<file path="src/rtl/vga_scanout.sv">
// -----------------------------------------------------------------------------
// vga_scanout
//
// VGA scan-out engine. A clock divider produces a one-clk pixel enable
// (pix_ce) from the system clock. Pixel-rate counters (sx, sy) generate
// programmable VGA timing. Pixels are fetched from a frame-buffer RAM with
// incremental address generation and optional integer upscaling
// (2^SCALE_SHIFT replication in both directions). The displayed buffer base
// is swapped only at frame start. Syncs are delayed by one pixel period so
// they stay aligned with the colour pipeline.
//
// Optional feature macro: VGA_SCANOUT_TEST_PATTERN_EN
//   When defined, adds input test_pattern. While it is high, the colour comes
//   from eight vertical colour bars instead of RAM. RAM reads are unaffected.
//
// Ports:
//   clk          in   system clock
//   rst_n        in   asynchronous active-low reset
//   test_pattern in   colour-bar select (only with VGA_SCANOUT_TEST_PATTERN_EN)
//   fb_base      in   [ADDRW] base address of the back buffer
//   fb_swap_req  in   level request to display fb_base from the next frame
//   fb_swap_ack  out  one-clk pulse when fb_base is taken
//   frame_start  out  one-clk pulse on the pixel enable at sx=0, sy=0
//   ram_address  out  [ADDRW] RAM read address
//   ram_enable   out  RAM read enable (one clk per active pixel)
//   ram_data     in   [DATAW] RAM read data, {B[11:8], G[7:4], R[3:0]}
//   vga_hsync    out  horizontal sync
//   vga_vsync    out  vertical sync
//   vga_r/g/b    out  [COLRW] colour channels
// -----------------------------------------------------------------------------

// Elaboration-time check of the RAM latency against the pixel period.
module vga_scanout_param_check #(
    parameter int CLK_DIV = 4,
    parameter int RAM_LAT = 1
) ();
    if (RAM_LAT + 1 > CLK_DIV) begin : g_lat_too_long
        $error("vga_scanout: RAM_LAT + 1 must not exceed CLK_DIV");
    end
endmodule

module vga_scanout #(
    parameter int ADDRW       = 20,
    parameter int DATAW       = 12,
    parameter int CORDW       = 10,
    parameter int COLRW       = 4,
    parameter int CLK_DIV     = 4,
    parameter int H_ACTIVE    = 640,
    parameter int H_FP        = 16,
    parameter int H_SYNC      = 96,
    parameter int H_BP        = 48,
    parameter int V_ACTIVE    = 480,
    parameter int V_FP        = 10,
    parameter int V_SYNC      = 2,
    parameter int V_BP        = 33,
    parameter bit SYNC_POL    = 1'b0,
    parameter int SCALE_SHIFT = 0,
    parameter int RAM_LAT     = 1
) (
    input  logic             clk,
    input  logic             rst_n,
`ifdef VGA_SCANOUT_TEST_PATTERN_EN
    input  logic             test_pattern,
`endif
    input  logic [ADDRW-1:0] fb_base,
    input  logic             fb_swap_req,
    output logic             fb_swap_ack,
    output logic             frame_start,
    output logic [ADDRW-1:0] ram_address,
    output logic             ram_enable,
    input  logic [DATAW-1:0] ram_data,
    output logic             vga_hsync,
    output logic             vga_vsync,
    output logic [COLRW-1:0] vga_r,
    output logic [COLRW-1:0] vga_g,
    output logic [COLRW-1:0] vga_b
);

    localparam int H_TOTAL = H_ACTIVE + H_FP + H_SYNC + H_BP;
    localparam int V_TOTAL = V_ACTIVE + V_FP + V_SYNC + V_BP;
    localparam int DIV_W   = (CLK_DIV > 1) ? $clog2(CLK_DIV) : 1;
    localparam int LAT_W   = RAM_LAT + 1;

    localparam logic [DIV_W-1:0] DIV_ZERO_C = {DIV_W{1'b0}};
    localparam logic [DIV_W-1:0] DIV_ONE_C  = DIV_W'(1);
    localparam logic [DIV_W-1:0] DIV_LAST_C = DIV_W'(CLK_DIV - 1);

    localparam logic [CORDW-1:0] CORD_ZERO_C   = {CORDW{1'b0}};
    localparam logic [CORDW-1:0] CORD_ONE_C    = CORDW'(1);
    localparam logic [CORDW-1:0] H_ACT_C       = CORDW'(H_ACTIVE);
    localparam logic [CORDW-1:0] H_SYNC_BEG_C  = CORDW'(H_ACTIVE + H_FP);
    localparam logic [CORDW-1:0] H_SYNC_END_C  = CORDW'(H_ACTIVE + H_FP + H_SYNC);
    localparam logic [CORDW-1:0] H_LAST_C      = CORDW'(H_TOTAL - 1);
    localparam logic [CORDW-1:0] V_ACT_C       = CORDW'(V_ACTIVE);
    localparam logic [CORDW-1:0] V_SYNC_BEG_C  = CORDW'(V_ACTIVE + V_FP);
    localparam logic [CORDW-1:0] V_SYNC_END_C  = CORDW'(V_ACTIVE + V_FP + V_SYNC);
    localparam logic [CORDW-1:0] V_LAST_C      = CORDW'(V_TOTAL - 1);
    // Low SCALE_SHIFT bits all ones marks the last copy of a replicated pixel/line.
    localparam logic [CORDW-1:0] REP_MASK_C    = CORDW'((1 << SCALE_SHIFT) - 1);

    localparam logic [ADDRW-1:0] ADDR_ZERO_C = {ADDRW{1'b0}};
    localparam logic [ADDRW-1:0] ADDR_ONE_C  = ADDRW'(1);
    localparam logic [ADDRW-1:0] ROW_STEP_C  = ADDRW'(H_ACTIVE >> SCALE_SHIFT);

    localparam logic [COLRW-1:0] COL_ZERO_C = {COLRW{1'b0}};
    localparam logic [COLRW-1:0] COL_ONES_C = {COLRW{1'b1}};
    localparam logic [LAT_W-1:0] LAT_ZERO_C = {LAT_W{1'b0}};
    localparam logic             SYNC_ACT_C  = SYNC_POL;
    localparam logic             SYNC_IDLE_C = ~SYNC_POL;

    vga_scanout_param_check #(.CLK_DIV(CLK_DIV), .RAM_LAT(RAM_LAT)) u_param_check ();

    // Zero-extend or truncate a 4-bit channel to the output colour width.
    function automatic logic [COLRW-1:0] fit_colour(input logic [3:0] v);
        fit_colour = COLRW'(v);
    endfunction

    logic [DIV_W-1:0] div_r;
    logic [CORDW-1:0] sx_r, sy_r;
    logic [ADDRW-1:0] row_base_r, col_r, active_base_r, ram_address_r;
    logic [LAT_W-1:0] lat_r;
    logic [DATAW-1:0] pix_data_r;
    logic             frame_start_r, fb_swap_ack_r;
    logic             de_d_r, hs_d_r, vs_d_r;
    logic             hsync_r, vsync_r;
    logic [COLRW-1:0] r_r, g_r, b_r;

    logic             pix_ce_s, line_end_s, frame_end_s, de_s, hs_on_s, vs_on_s;
    logic             frame_first_s, swap_s, capture_s, col_step_s, row_step_s;
    logic [ADDRW-1:0] base_s, addr_s;
    logic [DATAW-1:0] src_data_s;
    logic [COLRW-1:0] r_s, g_s, b_s;

`ifdef VGA_SCANOUT_TEST_PATTERN_EN
    localparam int BAR_W = H_ACTIVE / 8;
    localparam logic [CORDW-1:0] BAR_LAST_C = CORDW'(BAR_W - 1);
    logic [CORDW-1:0] bar_px_r;
    logic [2:0]       bar_r, bar_d_r;
`endif

    assign pix_ce_s      = (div_r == DIV_LAST_C);
    assign line_end_s    = (sx_r == H_LAST_C);
    assign frame_end_s   = (sy_r == V_LAST_C);
    assign de_s          = (sx_r < H_ACT_C) && (sy_r < V_ACT_C);
    assign hs_on_s       = (sx_r >= H_SYNC_BEG_C) && (sx_r < H_SYNC_END_C);
    assign vs_on_s       = (sy_r >= V_SYNC_BEG_C) && (sy_r < V_SYNC_END_C);
    assign frame_first_s = (sx_r == CORD_ZERO_C) && (sy_r == CORD_ZERO_C);
    assign swap_s        = frame_first_s && fb_swap_req;
    assign col_step_s    = de_s && ((sx_r & REP_MASK_C) == REP_MASK_C);
    assign row_step_s    = (sy_r < V_ACT_C) && ((sy_r & REP_MASK_C) == REP_MASK_C);
    // The pixel returned by the RAM this clk, RAM_LAT clks after its enable.
    assign capture_s     = lat_r[RAM_LAT];

    // Base selection: a swap taken at frame start already applies to pixel (0,0).
    always_comb begin
        base_s = active_base_r;
        if (swap_s) begin
            base_s = fb_base;
        end else begin
            base_s = active_base_r;
        end
        addr_s = base_s + row_base_r + col_r;
    end

    // Pixel clock divider.
    always_ff @(posedge clk or negedge rst_n) begin
        if (!rst_n) begin
            div_r <= DIV_ZERO_C;
        end else if (pix_ce_s) begin
            div_r <= DIV_ZERO_C;
        end else begin
            div_r <= div_r + DIV_ONE_C;
        end
    end

    // Screen position counters.
    always_ff @(posedge clk or negedge rst_n) begin
        if (!rst_n) begin
            sx_r <= CORD_ZERO_C;
            sy_r <= CORD_ZERO_C;
        end else if (pix_ce_s) begin
            if (line_end_s) begin
                sx_r <= CORD_ZERO_C;
                sy_r <= frame_end_s ? CORD_ZERO_C : sy_r + CORD_ONE_C;
            end else begin
                sx_r <= sx_r + CORD_ONE_C;
            end
        end
    end

    // Incremental frame-buffer row/column offsets.
    always_ff @(posedge clk or negedge rst_n) begin
        if (!rst_n) begin
            row_base_r <= ADDR_ZERO_C;
            col_r      <= ADDR_ZERO_C;
        end else if (pix_ce_s) begin
            if (line_end_s) begin
                col_r <= ADDR_ZERO_C;
                if (frame_end_s) begin
                    row_base_r <= ADDR_ZERO_C;
                end else if (row_step_s) begin
                    row_base_r <= row_base_r + ROW_STEP_C;
                end
            end else if (col_step_s) begin
                col_r <= col_r + ADDR_ONE_C;
            end
        end
    end

    // Displayed buffer base and frame-start handshake pulses.
    always_ff @(posedge clk or negedge rst_n) begin
        if (!rst_n) begin
            active_base_r <= ADDR_ZERO_C;
            frame_start_r <= 1'b0;
            fb_swap_ack_r <= 1'b0;
        end else begin
            frame_start_r <= pix_ce_s && frame_first_s;
            fb_swap_ack_r <= pix_ce_s && swap_s;
            if (pix_ce_s && swap_s) begin
                active_base_r <= fb_base;
            end
        end
    end

    // RAM read request; lat_r[0] is the enable, higher bits track its latency.
    always_ff @(posedge clk or negedge rst_n) begin
        if (!rst_n) begin
            ram_address_r <= ADDR_ZERO_C;
            lat_r         <= LAT_ZERO_C;
        end else begin
            lat_r <= (lat_r << 1) | LAT_W'(pix_ce_s && de_s);
            if (pix_ce_s && de_s) begin
                ram_address_r <= addr_s;
            end
        end
    end

    // Returned pixel capture.
    always_ff @(posedge clk or negedge rst_n) begin
        if (!rst_n) begin
            pix_data_r <= {DATAW{1'b0}};
        end else if (capture_s) begin
            pix_data_r <= ram_data;
        end
    end

`ifdef VGA_SCANOUT_TEST_PATTERN_EN
    // Colour-bar index for the current sx.
    always_ff @(posedge clk or negedge rst_n) begin
        if (!rst_n) begin
            bar_px_r <= CORD_ZERO_C;
            bar_r    <= 3'd0;
        end else if (pix_ce_s) begin
            if (line_end_s) begin
                bar_px_r <= CORD_ZERO_C;
                bar_r    <= 3'd0;
            end else if (bar_px_r == BAR_LAST_C) begin
                bar_px_r <= CORD_ZERO_C;
                bar_r    <= bar_r + 3'd1;
            end else begin
                bar_px_r <= bar_px_r + CORD_ONE_C;
            end
        end
    end
`endif

    // One-pixel delay of de/syncs so they line up with the fetched colour.
    always_ff @(posedge clk or negedge rst_n) begin
        if (!rst_n) begin
            de_d_r <= 1'b0;
            hs_d_r <= SYNC_IDLE_C;
            vs_d_r <= SYNC_IDLE_C;
`ifdef VGA_SCANOUT_TEST_PATTERN_EN
            bar_d_r <= 3'd0;
`endif
        end else if (pix_ce_s) begin
            de_d_r <= de_s;
            hs_d_r <= hs_on_s ? SYNC_ACT_C : SYNC_IDLE_C;
            vs_d_r <= vs_on_s ? SYNC_ACT_C : SYNC_IDLE_C;
`ifdef VGA_SCANOUT_TEST_PATTERN_EN
            bar_d_r <= bar_r;
`endif
        end
    end

    // Colour selection; data arriving on the output edge itself is bypassed.
    always_comb begin
        src_data_s = pix_data_r;
        r_s = COL_ZERO_C;
        g_s = COL_ZERO_C;
        b_s = COL_ZERO_C;
        if (capture_s) begin
            src_data_s = ram_data;
        end else begin
            src_data_s = pix_data_r;
        end
        if (!de_d_r) begin
            r_s = COL_ZERO_C;
            g_s = COL_ZERO_C;
            b_s = COL_ZERO_C;
`ifdef VGA_SCANOUT_TEST_PATTERN_EN
        end else if (test_pattern) begin
            r_s = bar_d_r[0] ? COL_ONES_C : COL_ZERO_C;
            g_s = bar_d_r[1] ? COL_ONES_C : COL_ZERO_C;
            b_s = bar_d_r[2] ? COL_ONES_C : COL_ZERO_C;
`endif
        end else begin
            r_s = fit_colour(src_data_s[3:0]);
            g_s = fit_colour(src_data_s[7:4]);
            b_s = fit_colour(src_data_s[11:8]);
        end
    end

    // Registered VGA outputs.
    always_ff @(posedge clk or negedge rst_n) begin
        if (!rst_n) begin
            hsync_r <= SYNC_IDLE_C;
            vsync_r <= SYNC_IDLE_C;
            r_r     <= COL_ZERO_C;
            g_r     <= COL_ZERO_C;
            b_r     <= COL_ZERO_C;
        end else if (pix_ce_s) begin
            hsync_r <= hs_d_r;
            vsync_r <= vs_d_r;
            r_r     <= r_s;
            g_r     <= g_s;
            b_r     <= b_s;
        end
    end

    assign fb_swap_ack = fb_swap_ack_r;
    assign frame_start = frame_start_r;
    assign ram_address = ram_address_r;
    assign ram_enable  = lat_r[0];
    assign vga_hsync   = hsync_r;
    assign vga_vsync   = vsync_r;
    assign vga_r       = r_r;
    assign vga_g       = g_r;
    assign vga_b       = b_r;

endmodule

</file>
<file path="config.mk">
export PLATFORM = sky130hd
export DESIGN_NAME = vga_scanout
export DESIGN_NICKNAME = d
export VERILOG_FILES = /design/src/rtl/vga_scanout.sv
export SDC_FILE = /design/constraint.sdc
export NUM_CORES = 1
export LEC_CHECK = 0
export CAP_MARGIN = 15
export CORE_MARGIN = 2
export CORE_UTILIZATION = 40
export CTS_CLUSTER_SIZE = 40
export DETAILED_ROUTE_END_ITERATION = 8
export GPL_TIMING_DRIVEN = 0
export SLEW_MARGIN = 40
export SYNTH_ARGS = -nofsm -noshare
export SYNTH_HDL_FRONTEND = slang
export SYNTH_SLANG_ARGS = --single-unit
</file>
<file path="constraint.sdc">
create_clock -name clk -period 6.8 [get_ports clk]
set_input_delay 1.36 -clock clk [delete_from_list [all_inputs] [get_ports clk]]
set_output_delay 1.36 -clock clk [all_outputs]
set_load 0.02 [all_outputs]
</file>
==> results.md <==
- Compound-Gate Fraction of Synth Area: 0.114
- Cell total after placement: 980
- Resized Gates After CTS: 0
- Core utilization of the finished layout: 0.501
- Maximum clock skew at final layout: 9.13 ps
- Top area cells in the synthesized netlist: sky130_fd_sc_hd__dfrtp_1 44%, sky130_fd_sc_hd__mux2_2 8.5%, sky130_fd_sc_hd__ha_1 5.9%
- Average cell area after synthesis: 10.3 um2
- Maximum clock frequency: 173 MHz
- Warnings from Yosys: 0
- Least-Margin Pin Slew: 752 ps
- Cell type group with the largest total delay on the critical path: compound AO/OA/AOI/OAI gates
- Routed vias/inst: 5.41
- Adder-cell share of the synthesized area: 0.0957
- Gp weighted congestion: 0.898
- TritonCTS buffer count: 17
- Static Leakage: 0.00393 uW
- Class of the most critical hold timing path: reg -> reg
- Die area: 18700 um2
- Fin. Hold Viols: 0
- Synth async-reset ratio: 1.00
- Detailed-route via count: 5473
- Chip height: 137 um
- Number of antenna violations at the first check in global routing: 0
- Final number of max-transition violations: 0
- Largest net degree at the start of global routing: 71
- Crit path capture type: flip-flop
- Htree depth: 4
- # clock sinks: 128
- Post-synthesis xor/xnor area fraction: 0.0493
- Filler instances: 1522
- Cell area after placement: 8060 um2
- Half-perimeter wire length of the detailed placement result: 12.6 mm
- Highest-delay cell along the critical path: sky130_fd_sc_hd__or4b_2
- Worst stage delay on the critical path: 620 ps
- Top-count cell post-synth: sky130_fd_sc_hd__dfrtp_1
- Flip-flop and latch count after synthesis: 128
- Worst max-slew margin expressed relative to the limit: 0.496
- Max rail drop VDD: 0.181 mV
- Number of flops mapped to enable cells by yosys: 0
- Root Buffer Master: sky130_fd_sc_hd__clkbuf_16
- Gate count after technology mapping: 683
- Wirelength, routed: 17.2 mm
- Area of all placed cells without fillers: 8630 um2
- Most instantiated cells after synthesis: 124 x sky130_fd_sc_hd__dfrtp_1, 92 x sky130_fd_sc_hd__nand2_1, 53 x sky130_fd_sc_hd__mux2_2
- Final setup violating endpoints: 0
- Number of search-and-repair iterations in the first detailed-routing pass: 5
- Width of the die: 137 um
- Sort of element at the start of the critical path: flip-flop
- Net total in the final layout: 855
- Area delta synth->final: 22.8%
- Clock slew at the register clock pins of the worst setup and hold paths: 60 ps
- Remaining antenna violation count: 0
- Status: finished, final reports clean
- Portion of the clock cycle consumed by the worst path in the final layout: 0.852
- Number of global-route vias before repair: 5467
- CTS Hold Bufs: 0
- Number of antenna repair diodes: 0
- Type of the setup path with the least slack: reg -> reg
- Port bufs: 71
- Share of synthesized area occupied by flip-flops and latches: 0.456
- Main synth FF type: sky130_fd_sc_hd__dfrtp_1
- Worst Setup Slack post-DPL: 926 ps
- PnR Total Power: 1830 uW
- Time the final worst path needs with I/O delays and setup: 5790 ps
- Yosys top cell area share: 0.441
- Routed length per placed instance: 17.0 um
- Global route total overflow: 0
- Final setup margin: 1010 ps
- Data arrival at the endpoint of the critical path: 6110 ps
- Post-synthesis instance area: 7030 um2
- I/O pin total: 72
- Max capacitance violation total: 0
- Power density of the placed cells: 212 nW/um2
- Total number of placement rows: 48
- Post-Synthesis Net Count: 764
- Clk_lat worst skew: 430 ps
- Worst path bufs/invs: 2
- Global Route Usage Sum: 0.196
- Critical path fanouts, max: 10
- Core area: 17200 um2
- Count of placed standard cells in the final layout, fillers left out: 1012
- Fraction of layout cells with a size suffix above 1: 0.135
- Synth Area in Simple Gates: 0.175
- Global-route wire length before repair: 28.2 mm
- Starting density of the core: 0.408
- TritonCTS clock tree: built
- Cells along the critical path: inv_1 > ha_1 > or4b_2 > nand4b_1 > nor2_1 > nand2_2 > buf_2 > mux2_2 > fa_1 > ha_1 > a2111oi_0 > o21ai_0 > a21boi_0 > o21ai_0 > a221o_1
- Setup repair after global routing missed its margin: false
- Multiplexer fraction of the synthesized cell area: 0.0877
- Main combinational cell family by area after synthesis: simple AND/OR/NAND/NOR gates
- Buffers from clock root to sink, at most: 2
- Required @ worst endpoint: 7110 ps
- # Post-CTS Setup Buffers: 0
- 1st-iter DRT viols: 403
- Largest area contributor in the netlist: sky130_fd_sc_hd__dfrtp_1
- Number of design rule violations left after detail routing: 0
- Post-synth cell types: 65
[cell families (layout without fill, tap and decap cells)]
group                      Yosys count  in the layout
buffers and inverters               41            145
and+or+nand+nor                    250            250
muxes                               55             55
AOI/OAI and AO/OA                  125            125
xor gates and xnor gates            38             38
adders and majority gates           46             46
DFF                                128            128
[power by group]
part           switching (uW)  total (uW)  leakage (uW)  internal [uW]
combinational            70.1         137       0.00203           67.2
clock                     385         898      0.000276            514
sequential               10.7         794       0.00163            783
total                     465        1830       0.00393           1360
[metal layers]
| layer | GRT usage | vias to the layer above | routed length (um) | part of all wire |
|---|---|---|---|---|
| met4 | 0.0602 | 0 | 198 | 0.011 |
| li1 | - | 2625 | - | - |
| met1 | 0.271 | 2712 | 8300 | 0.48 |
| met5 | 0 | - | 0 | 0 |
| met2 | 0.310 | 118 | 8070 | 0.47 |
| met3 | 0.0381 | 18 | 644 | 0.037 |
[per-stage QoR]
| stage | TNS (ps) | hold WS [ps] |
|---|---|---|
| 3_5_place_dp | 0 | 396 |
| 5_1_grt | 0 | 428 |
| 2_1_floorplan | 0 | 403 |
| 3_3_place_gp | -92800 | 390 |
| 4_1_cts | 0 | 413 |
| 6_report | 0 | 417 |
[worst paths after layout]
path,to,depth (start not counted),slack (ps),start
setup / recovery,ram_address[14]$_DFFE_PN0P_,15,1010,sx_r[0]$_DFFE_PN0P_
hold / removal,lat_r[1]$_DFF_PN0_,0,420,lat_r[0]$_DFF_PN0_
setup reg to reg,ram_address[14]$_DFFE_PN0P_,15,1010,sx_r[0]$_DFFE_PN0P_
hold reg to reg,lat_r[1]$_DFF_PN0_,0,420,lat_r[0]$_DFF_PN0_
max in group asynchronous,ram_address[8]$_DFFE_PN0P_,2,5230,rst_n
min in group asynchronous,sy_r[4]$_DFFE_PN0P_,1,860,rst_n
[area by class of cell]
type	instances	area, um2	area share
multi-input combinational	514	3670	0.425
sequential	128	3210	0.372
clock inverter	15	150	0.0174
inverter	18	67.6	0.00783
clock buffer	17	425	0.0493
tap	225	282	0.0326
timing repair buffer	72	743	0.0861
buffer	23	88.8	0.0103
[cells in the final DEF (no fill, tap or decap), drive strengths merged, types with 4 or more instances in the layout]
master,netlist,final
a211oi,4,4
a21o,10,10
a21oi,29,29
and3,13,13
buf,7,9
clkbuf,16,33
clkdlybuf4s50,0,70
clkinv,1,4
dfrtp,124,124
dfstp,4,4
fa,13,13
ha,33,33
inv,17,25
mux2,53,53
nand2,93,93
nand2b,4,4
nand3,41,41
nand4,11,11
nor2,44,44
nor3,8,8
nor4,5,5
o21a,5,5
o21ai,43,43
o31ai,5,5
or3,9,9
xnor2,18,18
xor2,19,19
[registers in the layout (all words and copies together), names as in the netlist, 2 cells and up]
signal,count
active_base_r,20
col_r,20
div_r,2
lat_r,2
pix_data_r,12
ram_address,20
row_base_r,13
sx_r,10
sy_r,10
vga_b,4
vga_g,4
vga_r,4
No activity file was read; power rests on OpenSTA's default activity.
